[src/rtl/spi_reg_slave.sv]
// spi_reg_slave: SPI mode 0 register-write slave for the SID register file.
// Receives an 8-bit command (bit7 = R/nW, low bits = start address) followed by
// one or more DATA_W-bit words; each complete word produces a one-clk write_en
// strobe with addr/data. All SPI pins are oversampled in the clk domain.
// Optional feature: define SPI_READBACK_EN to add the rd_data input and shift
// read data out on miso; otherwise miso is tied low and reads are skipped.
module spi_reg_slave #(
  parameter int ADDR_W      = 5,
  parameter int DATA_W      = 8,
  parameter int SYNC_STAGES = 2,
  parameter int AUTO_INC    = 1
) (
  input  logic              clk,
  input  logic              rst_n,
  input  logic              ss,
  input  logic              sclk,
  input  logic              mosi,
`ifdef SPI_READBACK_EN
  input  logic [DATA_W-1:0] rd_data,
`endif
  output logic              miso,
  output logic [ADDR_W-1:0] addr,
  output logic [DATA_W-1:0] data,
  output logic              write_en,
  output logic              data_rdy,
  output logic              busy,
  output logic              frame_err
);

  localparam int SR_W  = (DATA_W > 8) ? DATA_W : 8;
  localparam int CNT_W = 5;
  localparam logic [CNT_W-1:0] CMD_BITS  = CNT_W'(8);
  localparam logic [CNT_W-1:0] WORD_BITS = CNT_W'(DATA_W);

  localparam logic [2:0] ST_IDLE = 3'd0;
  localparam logic [2:0] ST_CMD  = 3'd1;
  localparam logic [2:0] ST_DATA = 3'd2;
  localparam logic [2:0] ST_SKIP = 3'd3;
`ifdef SPI_READBACK_EN
  localparam logic [2:0] ST_READ = 3'd4;
`endif

  logic [SYNC_STAGES-1:0] ss_sync, sclk_sync, mosi_sync;
  logic ss_s, sclk_s, mosi_s;
  logic ss_q, sclk_q;
  logic rise_r, fall_r, ss_fall_r, ss_rise_r, mosi_r;

  logic [2:0]        state;
  logic [CNT_W-1:0]  bit_cnt, cnt_inc, cnt_nxt;
  logic [SR_W-2:0]   shift_reg;
  logic [SR_W-1:0]   shift_nxt;
  logic [ADDR_W-1:0] addr_reg, addr_inc;
  logic              in_word, cmd_done, word_done, ld_pend;

  assign ss_s   = ss_sync[SYNC_STAGES-1];
  assign sclk_s = sclk_sync[SYNC_STAGES-1];
  assign mosi_s = mosi_sync[SYNC_STAGES-1];

  // Synchronise the raw SPI pins; preset to the idle bus levels.
  always_ff @(posedge clk or negedge rst_n) begin
    if (!rst_n) begin
      ss_sync   <= '1;
      sclk_sync <= '0;
      mosi_sync <= '0;
    end else begin
      ss_sync   <= {ss_sync[SYNC_STAGES-2:0], ss};
      sclk_sync <= {sclk_sync[SYNC_STAGES-2:0], sclk};
      mosi_sync <= {mosi_sync[SYNC_STAGES-2:0], mosi};
    end
  end

  // Register edge pulses together with the mosi sample so every event
  // reaches the FSM on the same clk, SYNC_STAGES+2 clks after the pin edge.
  always_ff @(posedge clk or negedge rst_n) begin
    if (!rst_n) begin
      ss_q      <= 1'b1;
      sclk_q    <= 1'b0;
      rise_r    <= 1'b0;
      fall_r    <= 1'b0;
      ss_fall_r <= 1'b0;
      ss_rise_r <= 1'b0;
      mosi_r    <= 1'b0;
    end else begin
      ss_q      <= ss_s;
      sclk_q    <= sclk_s;
      rise_r    <= sclk_s & ~sclk_q & ~ss_s;
      fall_r    <= ~sclk_s & sclk_q & ~ss_s;
      ss_fall_r <= ~ss_s & ss_q;
      ss_rise_r <= ss_s & ~ss_q;
      mosi_r    <= mosi_s;
    end
  end

  // Next-value helpers for the bit counter and word completion.
  always_comb begin
    shift_nxt = {shift_reg, mosi_r};
    cnt_inc   = bit_cnt + 1'b1;
    addr_inc  = (AUTO_INC != 0) ? addr_reg + 1'b1 : addr_reg;
    in_word   = (state == ST_DATA);
`ifdef SPI_READBACK_EN
    in_word   = in_word || (state == ST_READ);
`endif
    cmd_done  = rise_r && (state == ST_CMD) && (cnt_inc == CMD_BITS);
    word_done = rise_r && in_word && (cnt_inc == WORD_BITS);
    cnt_nxt   = bit_cnt;
    if (rise_r && ((state == ST_CMD) || in_word))
      cnt_nxt = (cmd_done || word_done) ? '0 : cnt_inc;
  end

  // Frame FSM: command decode, word assembly, write strobe and frame end.
  always_ff @(posedge clk or negedge rst_n) begin
    if (!rst_n) begin
      state     <= ST_IDLE;
      bit_cnt   <= '0;
      shift_reg <= '0;
      addr_reg  <= '0;
      addr      <= '0;
      data      <= '0;
      write_en  <= 1'b0;
      data_rdy  <= 1'b0;
      busy      <= 1'b0;
      frame_err <= 1'b0;
      ld_pend   <= 1'b0;
    end else begin
      write_en  <= 1'b0;
      frame_err <= 1'b0;
      ld_pend   <= 1'b0;
      if (state == ST_IDLE) begin
        if (ss_fall_r) begin
          state    <= ST_CMD;
          busy     <= 1'b1;
          data_rdy <= 1'b0;
          bit_cnt  <= '0;
        end
      end else begin
        bit_cnt <= cnt_nxt;
        if (rise_r && (state != ST_SKIP))
          shift_reg <= shift_nxt[SR_W-2:0];
        case (state)
          ST_CMD: begin
            if (cmd_done) begin
              if (!shift_nxt[7]) begin
                addr_reg <= shift_nxt[ADDR_W-1:0];
                state    <= ST_DATA;
              end else begin
`ifdef SPI_READBACK_EN
                addr_reg <= shift_nxt[ADDR_W-1:0];
                addr     <= shift_nxt[ADDR_W-1:0];
                ld_pend  <= 1'b1;
                state    <= ST_READ;
`else
                state    <= ST_SKIP;
`endif
              end
            end
          end
          ST_DATA: begin
            if (word_done) begin
              data     <= shift_nxt[DATA_W-1:0];
              addr     <= addr_reg;
              write_en <= 1'b1;
              data_rdy <= 1'b1;
              addr_reg <= addr_inc;
            end
          end
`ifdef SPI_READBACK_EN
          ST_READ: begin
            if (word_done) begin
              addr_reg <= addr_inc;
              addr     <= addr_inc;
              ld_pend  <= 1'b1;
            end
          end
`endif
          default: ;
        endcase
        // Frame end overrides any state change above; a word finishing on
        // the same clk has already cleared cnt_nxt, so it raises no error.
        if (ss_rise_r) begin
          state     <= ST_IDLE;
          busy      <= 1'b0;
          bit_cnt   <= '0;
          frame_err <= (cnt_nxt != '0);
        end
      end
    end
  end

`ifdef SPI_READBACK_EN
  logic [DATA_W-1:0] tx_reg;
  logic              armed;

  // Read shifter: load one clk after addr settles; shift on sclk falls that
  // follow a rise, so the fall right after a word boundary keeps the MSB.
  always_ff @(posedge clk or negedge rst_n) begin
    if (!rst_n) begin
      tx_reg <= '0;
      armed  <= 1'b0;
    end else if (ld_pend) begin
      tx_reg <= rd_data;
      armed  <= 1'b0;
    end else if (rise_r) begin
      armed  <= 1'b1;
    end else if (fall_r && armed && (state == ST_READ)) begin
      tx_reg <= tx_reg << 1;
      armed  <= 1'b0;
    end
  end

  assign miso = (state == ST_READ) ? tx_reg[DATA_W-1] : 1'b0;
`else
  assign miso = 1'b0;
`endif

endmodule
[config.mk]
export PLATFORM = sky130hd
export DESIGN_NAME = spi_reg_slave
export DESIGN_NICKNAME = d
export VERILOG_FILES = /design/src/rtl/spi_reg_slave.sv
export SDC_FILE = /design/constraint.sdc
export NUM_CORES = 1
export LEC_CHECK = 0
export ABC_AREA = 1
export CORE_ASPECT_RATIO = 1.5
export CORE_MARGIN = 3
export CORE_UTILIZATION = 36
export DETAILED_ROUTE_END_ITERATION = 8
export PLACE_DENSITY = 0.51
export SLEW_MARGIN = 20
export SYNTH_ARGS = -nofsm -noshare
export SYNTH_HDL_FRONTEND = slang
export SYNTH_SLANG_ARGS = --single-unit
[constraint.sdc]
create_clock -name clk -period 2.2 [get_ports clk]
set_input_delay 0.22 -clock clk [delete_from_list [all_inputs] [get_ports clk]]
set_output_delay 0.22 -clock clk [all_outputs]
set_load 0.01 [all_outputs]
Word-level counts from Yosys, hierarchy flattened
Index checks and enable logic that the tools add are counted.
W data, S select, Z words.
{"block": "totals", "ff_bits": 49, "in_bits": 5, "out_inout_bits": 18, "elab_cells": 86}
{"block": "classes", "n_addsub": 2, "eq_ne": 8, "n_mux": 27, "bitwise_logic": 8, "reduce_logical": 22}
{"operator": "$mux W5", "count": 8}
{"operator": "$mux W3", "count": 5}
{"operator": "$mux W1", "count": 13}
{"operator": "$add A5 B1 Y5 const B", "count": 2}
{"operator": "$pmux W5 S2", "count": 1}
{"operator": "$reduce_and A3 Y1", "count": 3}
{"operator": "$reduce_bool A2 Y1", "count": 4}
{"operator": "$logic_and A1 B1 Y1", "count": 6}
{"operator": "$ne A2 B2 Y1 const B", "count": 3}
{"operator": "$reduce_bool A3 Y1", "count": 2}
{"operator": "$eq A5 B4 Y1 const B", "count": 1}
{"operator": "$reduce_and A5 Y1", "count": 1}
{"operator": "$reduce_bool A5 Y1", "count": 1}
{"operator": "$and A1 B1 Y1", "count": 4}
{"operator": "$not A1 Y1", "count": 4}
{"operator": "$reduce_and A2 Y1", "count": 2}
{"operator": "$eq A3 B1 Y1 const B", "count": 1}
{"operator": "$eq A3 B2 Y1 const B", "count": 1}
{"operator": "$logic_not A3 Y1", "count": 1}
{"operator": "$ne A3 B2 Y1 const B", "count": 1}
{"operator": "$logic_or A1 B1 Y1", "count": 2}
{"operator": "$ne A2 B1 Y1 const B", "count": 1}

Logic depth before layout (Yosys ltp)
Gate-level depths: netlist of the first run.
{"block": "logic_depth", "depth_word": 9, "depth_mapped": 10}

Worst setup path after synthesis of the first run
No wires, ideal clock.
{"block": "synth_path", "path_kind": "register -> register", "startpoint": "register state[0]", "endpoint": "register addr[2]", "setup_time_ns": 0.118, "arrival_ns": 1.542, "required_ns": 2.082, "setup_slack_ns": 0.540, "path_stages_with_launch": 8, "path_buffers": 2, "path_cell_list": "dfrtp_1 inv_1 ha_1 clkbuf_1 inv_1 nor3_4 buf_6 o21ai_2"}
{"block": "synth_between", "elab_chain_len": 4, "elab_cells_between_ends": 6, "cone_classes": "eq/ne (1); bitwise (1); reduce/logical (4)"}
{"item": "from (decl)", "line": "48", "text": "logic [2:0] state;"}
{"item": "from (signal assigned)", "line": "113", "text": "state <= ST_IDLE;"}
{"item": "from (signal assigned)", "line": "130", "text": "state <= ST_CMD;"}
{"item": "from (signal assigned)", "line": "144", "text": "state <= ST_DATA;"}
{"item": "$eq A3 B2 Y1", "line": "99, 139"}
{"item": "$logic_and A1 B1 Y1 (2 in a row)", "line": "104", "text": "word_done = rise_r && in_word && (cnt_inc == WORD_BITS);"}
{"item": "$reduce_and A3 Y1 (no line) (*)"}
{"item": "to (signal assigned)", "line": "160", "text": "addr <= addr_reg;"}
{"item": "to (decl)", "line": "22", "text": "output logic [ADDR_W-1:0] addr,"}
Every way passes the cells marked *; elsewhere a longest branch is shown, timed or not.
A chain may end at the register's enable or synchronous reset.

Worst setup path in the final report of the first run
{"block": "layout_path", "startpoint": "register bit_cnt[0]", "endpoint": "register addr_reg[3]"}
{"block": "layout_between", "elab_chain_len": 5, "elab_cells_between_ends": 7, "cone_classes": "add/sub (1); eq/ne (3); reduce/logical (3)"}
{"item": "from (decl)", "line": "49", "text": "logic [CNT_W-1:0] bit_cnt, cnt_inc, cnt_nxt;"}
{"item": "from (signal assigned)", "line": "136", "text": "bit_cnt <= cnt_nxt;"}
{"item": "$add A5 B1 Y5 (*)", "line": "97", "text": "cnt_inc = bit_cnt + 1'b1;"}
{"item": "$eq A5 B4 Y1 (*)", "line": "103, 104"}
{"item": "$logic_and A1 B1 Y1, on equally long branches", "line": "103, 104"}
{"item": "$ne A2 B2 Y1 (no line) / $ne A2 B1 Y1 (equally long branches)"}
{"item": "$reduce_and A5 Y1 (no line) (*)"}
{"item": "to (signal assigned)", "line": "143", "text": "addr_reg <= shift_nxt[ADDR_W-1:0];"}
{"item": "to (signal assigned)", "line": "163", "text": "addr_reg <= addr_inc;"}
{"item": "to (decl)", "line": "52", "text": "logic [ADDR_W-1:0] addr_reg, addr_inc;"}
Marked as above.

==> flow_summary.ini, run 1 <==
[pwr]
vdd_drop_max_mv = 0.508
p_per_area_mw_per_mm2 = 895
switchingPower_mw = 0.706
p_int_mw = 1.59
power_leakage_nw = 1.21
p_seq_frac = 0.478
clockPowerShare = 0.297
sw_frac_of_total = 0.308
power_frac_comb = 0.225

[sta]
period_minus_slack_ns = 1.84
hold_viol_final = 0
setup_viol = 0
slew_violations = 0
fin_ws_ns = 0.364
skew_ns = 0.00509
max_freq_mhz = 545
tns_ns = 0
fin_crit_sh = 0.835
rsz0062_at_grt = no

[clock_network]
worst_setup_hold_path_clk_slew_ns = 0.08
cts_sinks = 48
cts_tree = yes
clock_path_buffers = 2
root_buffer = clkbuf_8
numCtsBuffers = 5
htree_levels = 2
clock_latency_ns = 0.30

[global_route]
grt_pass1_wl_um = 6980
use_met1 = 0.169
grt_pass1_vias = 1501
met3_usage = 0.0301
track_usage = 0.132
grtUsageMet2 = 0.212
gr-max-usage-layer = met2
overflow = 0
grt_max_degree = 24
grt_antenna_before_repair = 0

[floorplan]
die_width_um = 69.0
core_area_mm2 = 0.00562
row_count = 33
start_util = 0.381
die-area_mm2 = 0.00693
die_h_um = 100
ios = 23

[worst_setup_path]
path_max_fanout = 7
required_ns = 2.39
crit_start = bit_cnt[0]$_DFFE_PN0P_
r2r_start = bit_cnt[0]$_DFFE_PN0P_
reg2reg_depth = 9
arrival_ns = 2.03
cp-start-kind = flop
path_class = flop to flop
cp-end-kind = flop

[final_layout]
multi_input_area_um2 = 776
regArea_mm2 = 0.00120
fillerInstances = 577
layout_common_cells = nand2_1 (61), dfrtp_1 (45), inv_1 (32), clkdlybuf4s50_1 (20), o21ai_0 (19)
area_growth_pct = 19.7
insertedDiodeCount = 0
layout-drive-gt1-share = 0.127
largest_reg_flops = 10
nNetsFinal = 270
final_common_cell = nand2_1

[detailed_routing]
via_per_inst = 4.59
wl_per_cell_um = 11.7
via_count = 1509
drt_drc_violations_left = 0
drt.antenna.violating_nets = 0
firstDrtPassIters = 3
wirelength_um = 3850
drt_iter0_drc = 82

[synthesis]
synth_edf_count = 0
synth_top_area_cell = dfrtp_1
synth.net_count = 242
ys_seq_elements = 48
syn-instance-count = 230
yosysUniqueCellTypes = 25
async_flop_share = 1.00
synth_top_area_frac = 0.526
yosys_warnings = 0
yosys_most_used_dff = dfrtp_1
ys_seq_area_frac = 0.563
synth_area_per_cell_um2 = 9.31
synthTopCellsByArea = dfrtp_1 (53%), nand2_1 (11%), inv_1 (5.6%)
syn-cell-area_mm2 = 0.00214

[flow_run]
maxCapViolCount = 0

[placement]
place.gp.congestion = 0.796
portBuffers = 21
dp_hpwl_um = 2810
pre_cts_ws_ns = 0.380

[status]
status = completed

[min_path]
min_path_type = primary input to asynchronous set/reset pin
==> routing by layer <==
layer  vias to the layer above  part of all wire
li1                        777                 -
met3                         6             0.030
met2                        20              0.49
met1                       706              0.46
met4                         0             0.020
met5                         -                 0
==> cell usage after synthesis (2+ instances only) <==
| library cell | number |
|---|---|
| nor2_2 | 2 |
| dfrtp_1 | 45 |
| o21ai_2 | 10 |
| o21ai_0 | 19 |
| a21oi_1 | 7 |
| dfstp_2 | 3 |
| nand4_1 | 2 |
| nand2_1 | 61 |
| o22ai_1 | 2 |
| o21a_1 | 6 |
| inv_1 | 32 |
| mux2_2 | 2 |
| xor2_1 | 2 |
| nor2_1 | 13 |
| nand3_1 | 6 |
| clkbuf_1 | 2 |
| ha_1 | 7 |
| buf_6 | 2 |
==> through the flow <==
stage | total power, mW | util | instances | instance area (µm²) | hold slack [ns]
global placement | 1.63 | 0.432 | 320 | 2430 | 0.121
finish | 2.29 | 0.457 | 329 | 2560 | 0.324
detailed placement | 1.64 | 0.432 | 320 | 2430 | 0.126
CTS | 2.33 | 0.457 | 329 | 2560 | 0.316
global route | 2.47 | 0.457 | 329 | 2560 | 0.331
floorplan | 1.46 | - | 230 | 2140 | -0.0756
==> timing repair <==
item | 4_1_cts | 5_1_grt
hold buffers | 1 | 0
hold endpoints to repair | 10 | 0
endpoints found under the setup margin | 0 | 0
buffers inserted | 0 | 0
resized for setup | 0 | 0
==> final timing paths <==
kind,to,slack [ns]
max,addr_reg[3]$_DFFE_PN0P_,0.36
min,data[5]$_DFFE_PN0P_,0.32
max reg2reg,addr_reg[3]$_DFFE_PN0P_,0.36
min reg2reg,mosi_r$_DFF_PN0_,0.36
max in group asynchronous,rise_r$_DFF_PN0_,1.28
min in group clk,ss_sync[0]$_DFF_PN1_,0.33
==> cell families after synthesis <==
kind of cell    Yosys count  share of synthesized area
compound gates           45                      0.132
xor+xnor                  2                    0.00818
mux                       2                     0.0105
flops                    48                      0.563
buf+inv                  38                     0.0754
simple gates             87                      0.169
other cells               1                    0.00175
fa+ha+maj                 7                     0.0409
==> worst max-delay path, cell delays in order, from the launching register on <==
cell,delay (ns)
dfrtp_1,0.47
ha_1,0.24
inv_1,0.05
nand2_1,0.07
nand3_1,0.09
nor2_2,0.15
nand3_1,0.21
nor2_2,0.27
nand2_1,0.08
o21a_1,0.11
==> power groups by stage <==
stage | clock network, mW | logic (mW) | registers, mW
global route | 0.744 | 0.607 | 1.12
floorplan | 0 | 0.366 | 1.09
finish | 0.682 | 0.516 | 1.10
CTS | 0.706 | 0.530 | 1.10
global placement | 0 | 0.523 | 1.11
detailed placement | 0 | 0.523 | 1.12
==> final cells by class <==
cell class / instances / area share
flip-flops and latches: 48 / 0.470
multi-input cells: 144 / 0.303
repair buffers: 26 / 0.0957
inverters: 33 / 0.0483
clock buffers: 7 / 0.0376
well taps: 70 / 0.0342
clock inverters: 1 / 0.0117
Power figures use the tool's default switching activity.
==> run 2, diff against run 1 <==
--- a/config.mk
+++ b/config.mk
@@ -10,7 +10,7 @@
 export CORE_MARGIN = 3
 export CORE_UTILIZATION = 36
 export DETAILED_ROUTE_END_ITERATION = 8
-export PLACE_DENSITY = 0.51
+export PLACE_DENSITY = 0.53
 export SLEW_MARGIN = 20
 export SYNTH_ARGS = -nofsm -noshare
 export SYNTH_HDL_FRONTEND = slang
==> constraint.sdc (replaced) <==
create_clock -name clk -period 1.6 [get_ports clk]
set_input_delay 0.16 -clock clk [delete_from_list [all_inputs] [get_ports clk]]
set_output_delay 0.16 -clock clk [all_outputs]
set_load 0.01 [all_outputs]
==> run 2 against run 1 <==
Effect of this change:
- the flow now finishes with violations (negative setup slack)
- clock skew is essentially flat
- register-to-register slack got worse by 0.44 ns
- combinational power rose by 110%
- via count is 7.6% higher
- maximum frequency is 9.6% higher
- die area unchanged
- count of clock-buffer cells in the layout down 2
- non-clock buffer count grew 25
- sequential share of layout area decreased by 5.3 points
- first-iteration DRC count fell by 40%
- highest routed layer unchanged
==> flow_summary.ini, run 2 (synthesis results as in run 1) <==
[worst_setup_path]
required_ns = 1.80
path_class = flop to flop
arrival_ns = 1.88
cp-end-kind = flop
path_max_fanout = 8
r2r_start = bit_cnt[0]$_DFFE_PN0P_
cp-start-kind = flop
reg2reg_depth = 11
crit_start = bit_cnt[0]$_DFFE_PN0P_

[clock_network]
cts_sinks = 48
numCtsBuffers = 5
root_buffer = clkbuf_8
worst_setup_hold_path_clk_slew_ns = 0.09
clock_latency_ns = 0.30
cts_tree = yes
clock_path_buffers = 2
htree_levels = 2

[detailed_routing]
wl_per_cell_um = 12.1
drt_iter0_drc = 49
drt_drc_violations_left = 0
wirelength_um = 4280
via_count = 1624
firstDrtPassIters = 4
drt.antenna.violating_nets = 0
via_per_inst = 4.59

[global_route]
grt_antenna_before_repair = 0
grt_pass1_vias = 1585
overflow = 0
grt_pass1_wl_um = 7110
track_usage = 0.136
grt_max_degree = 49

[sta]
skew_ns = 0.00498
setup_viol = 19
fin_crit_sh = 1.05
hold_viol_final = 0
rsz0062_at_grt = yes
max_freq_mhz = 597
tns_ns = -0.600
hold_slack_ns = 0.260
slew_violations = 0
fin_ws_ns = -0.0756
period_minus_slack_ns = 1.68

[floorplan]
die_h_um = 100
row_count = 33
die-area_mm2 = 0.00693
start_util = 0.381
core_area_mm2 = 0.00562
die_width_um = 69.0
ios = 23

[min_path]
whs_path_depth = 1
min-delay-start = ss
min_path_type = primary input to flop

[final_layout]
layout-drive-gt1-share = 0.303
fillerInstances = 555
finalNonFillerCells = 354
insertedDiodeCount = 0
final_common_cell = nand2_1
largest_reg_flops = 10
final_area_mm2 = 0.00289
nNetsFinal = 295
area_growth_pct = 35.0
layout_common_cells = nand2_1 (48), dfrtp_1 (45), inv_1 (30), clkdlybuf4s50_1 (20), buf_4 (19)
utilization = 0.515

[pwr]
vdd_drop_max_mv = 0.787
power_mw = 3.31
power_leakage_nw = 1.34
p_per_area_mw_per_mm2 = 1150

[placement]
dp_cells = 336
placed_area_mm2 = 0.00257
pre_cts_ws_ns = -0.0814
dp_hpwl_um = 2770
place.gp.congestion = 0.789
portBuffers = 21

[flow_run]
maxCapViolCount = 0

[status]
status = finished with violations
failed_checks = negative setup slack
[run 2: cell types whose count changed in the layout (fill, tap and decap cells not counted), sizes merged]
| cell | previous run | this run |
|---|---|---|
| buf | 5 | 30 |
| bufinv | 1 | 0 |
| clkbuf | 7 | 5 |
| clkinv | 0 | 1 |
| clkinvlp | 0 | 1 |
| inv | 33 | 34 |
[run 2: final cells by class]
class                   instances  area [µm²]  area share
clock inverters                 3        21.3     0.00736
well taps                      70        87.6      0.0303
repair buffers                 51         479       0.166
clock buffers                   5        68.8      0.0238
multi-input cells             144         906       0.313
inverters                      33         124      0.0428
flip-flops and latches         48        1200       0.417
[run 2: timing repair]
item | CTS | global route
hold endpoints to repair | 45 | 0
cloned | 1 | 0
pin swaps | 0 | 11
gates resized for setup | 8 | 47
setup buffers | 3 | 5
endpoints found under the setup margin | 17 | 28
hold buffers | 1 | 0
[run 2: report_power, final]
group | switching (mW) | internal [mW]
logic | 0.605 | 0.477
registers | 0.120 | 1.38
clock network | 0.421 | 0.311
total | 1.15 | 2.17
[run 2: metal layers]
| layer | track usage | vias up | wire length [µm] |
|---|---|---|---|
| li1 | - | 824 | - |
| met1 | 0.177 | 775 | 1890 |
| met2 | 0.209 | 19 | 2200 |
| met3 | 0.0357 | 6 | 114 |
| met4 | 0.0601 | 0 | 76 |
| met5 | 0 | - | 0 |
[run 2: worst paths after layout]
kind / to / slack (ns)
max in group asynchronous: ss_q$_DFF_PN1_ / 0.96
setup / recovery: data[1]$_DFFE_PN0P_ / -0.08
hold / removal: ss_sync[0]$_DFF_PN1_ / 0.26
setup reg to reg: data[1]$_DFFE_PN0P_ / -0.08
hold reg to reg: ss_sync[1]$_DFF_PN1_ / 0.36
min in group asynchronous: data[4]$_DFFE_PN0P_ / 0.36
[run 2: critical path, cell delays in order (launching register included)]
cell and delay (ns):
dfrtp_1 0.44, ha_4 0.19, inv_2 0.04, nand2_2 0.06, nand3_2 0.10, nor2_4 0.15
nand2_4 0.07, nor3_4 0.13, buf_6 0.13, buf_6 0.12, nand2_1 0.05, o21a_1 0.10
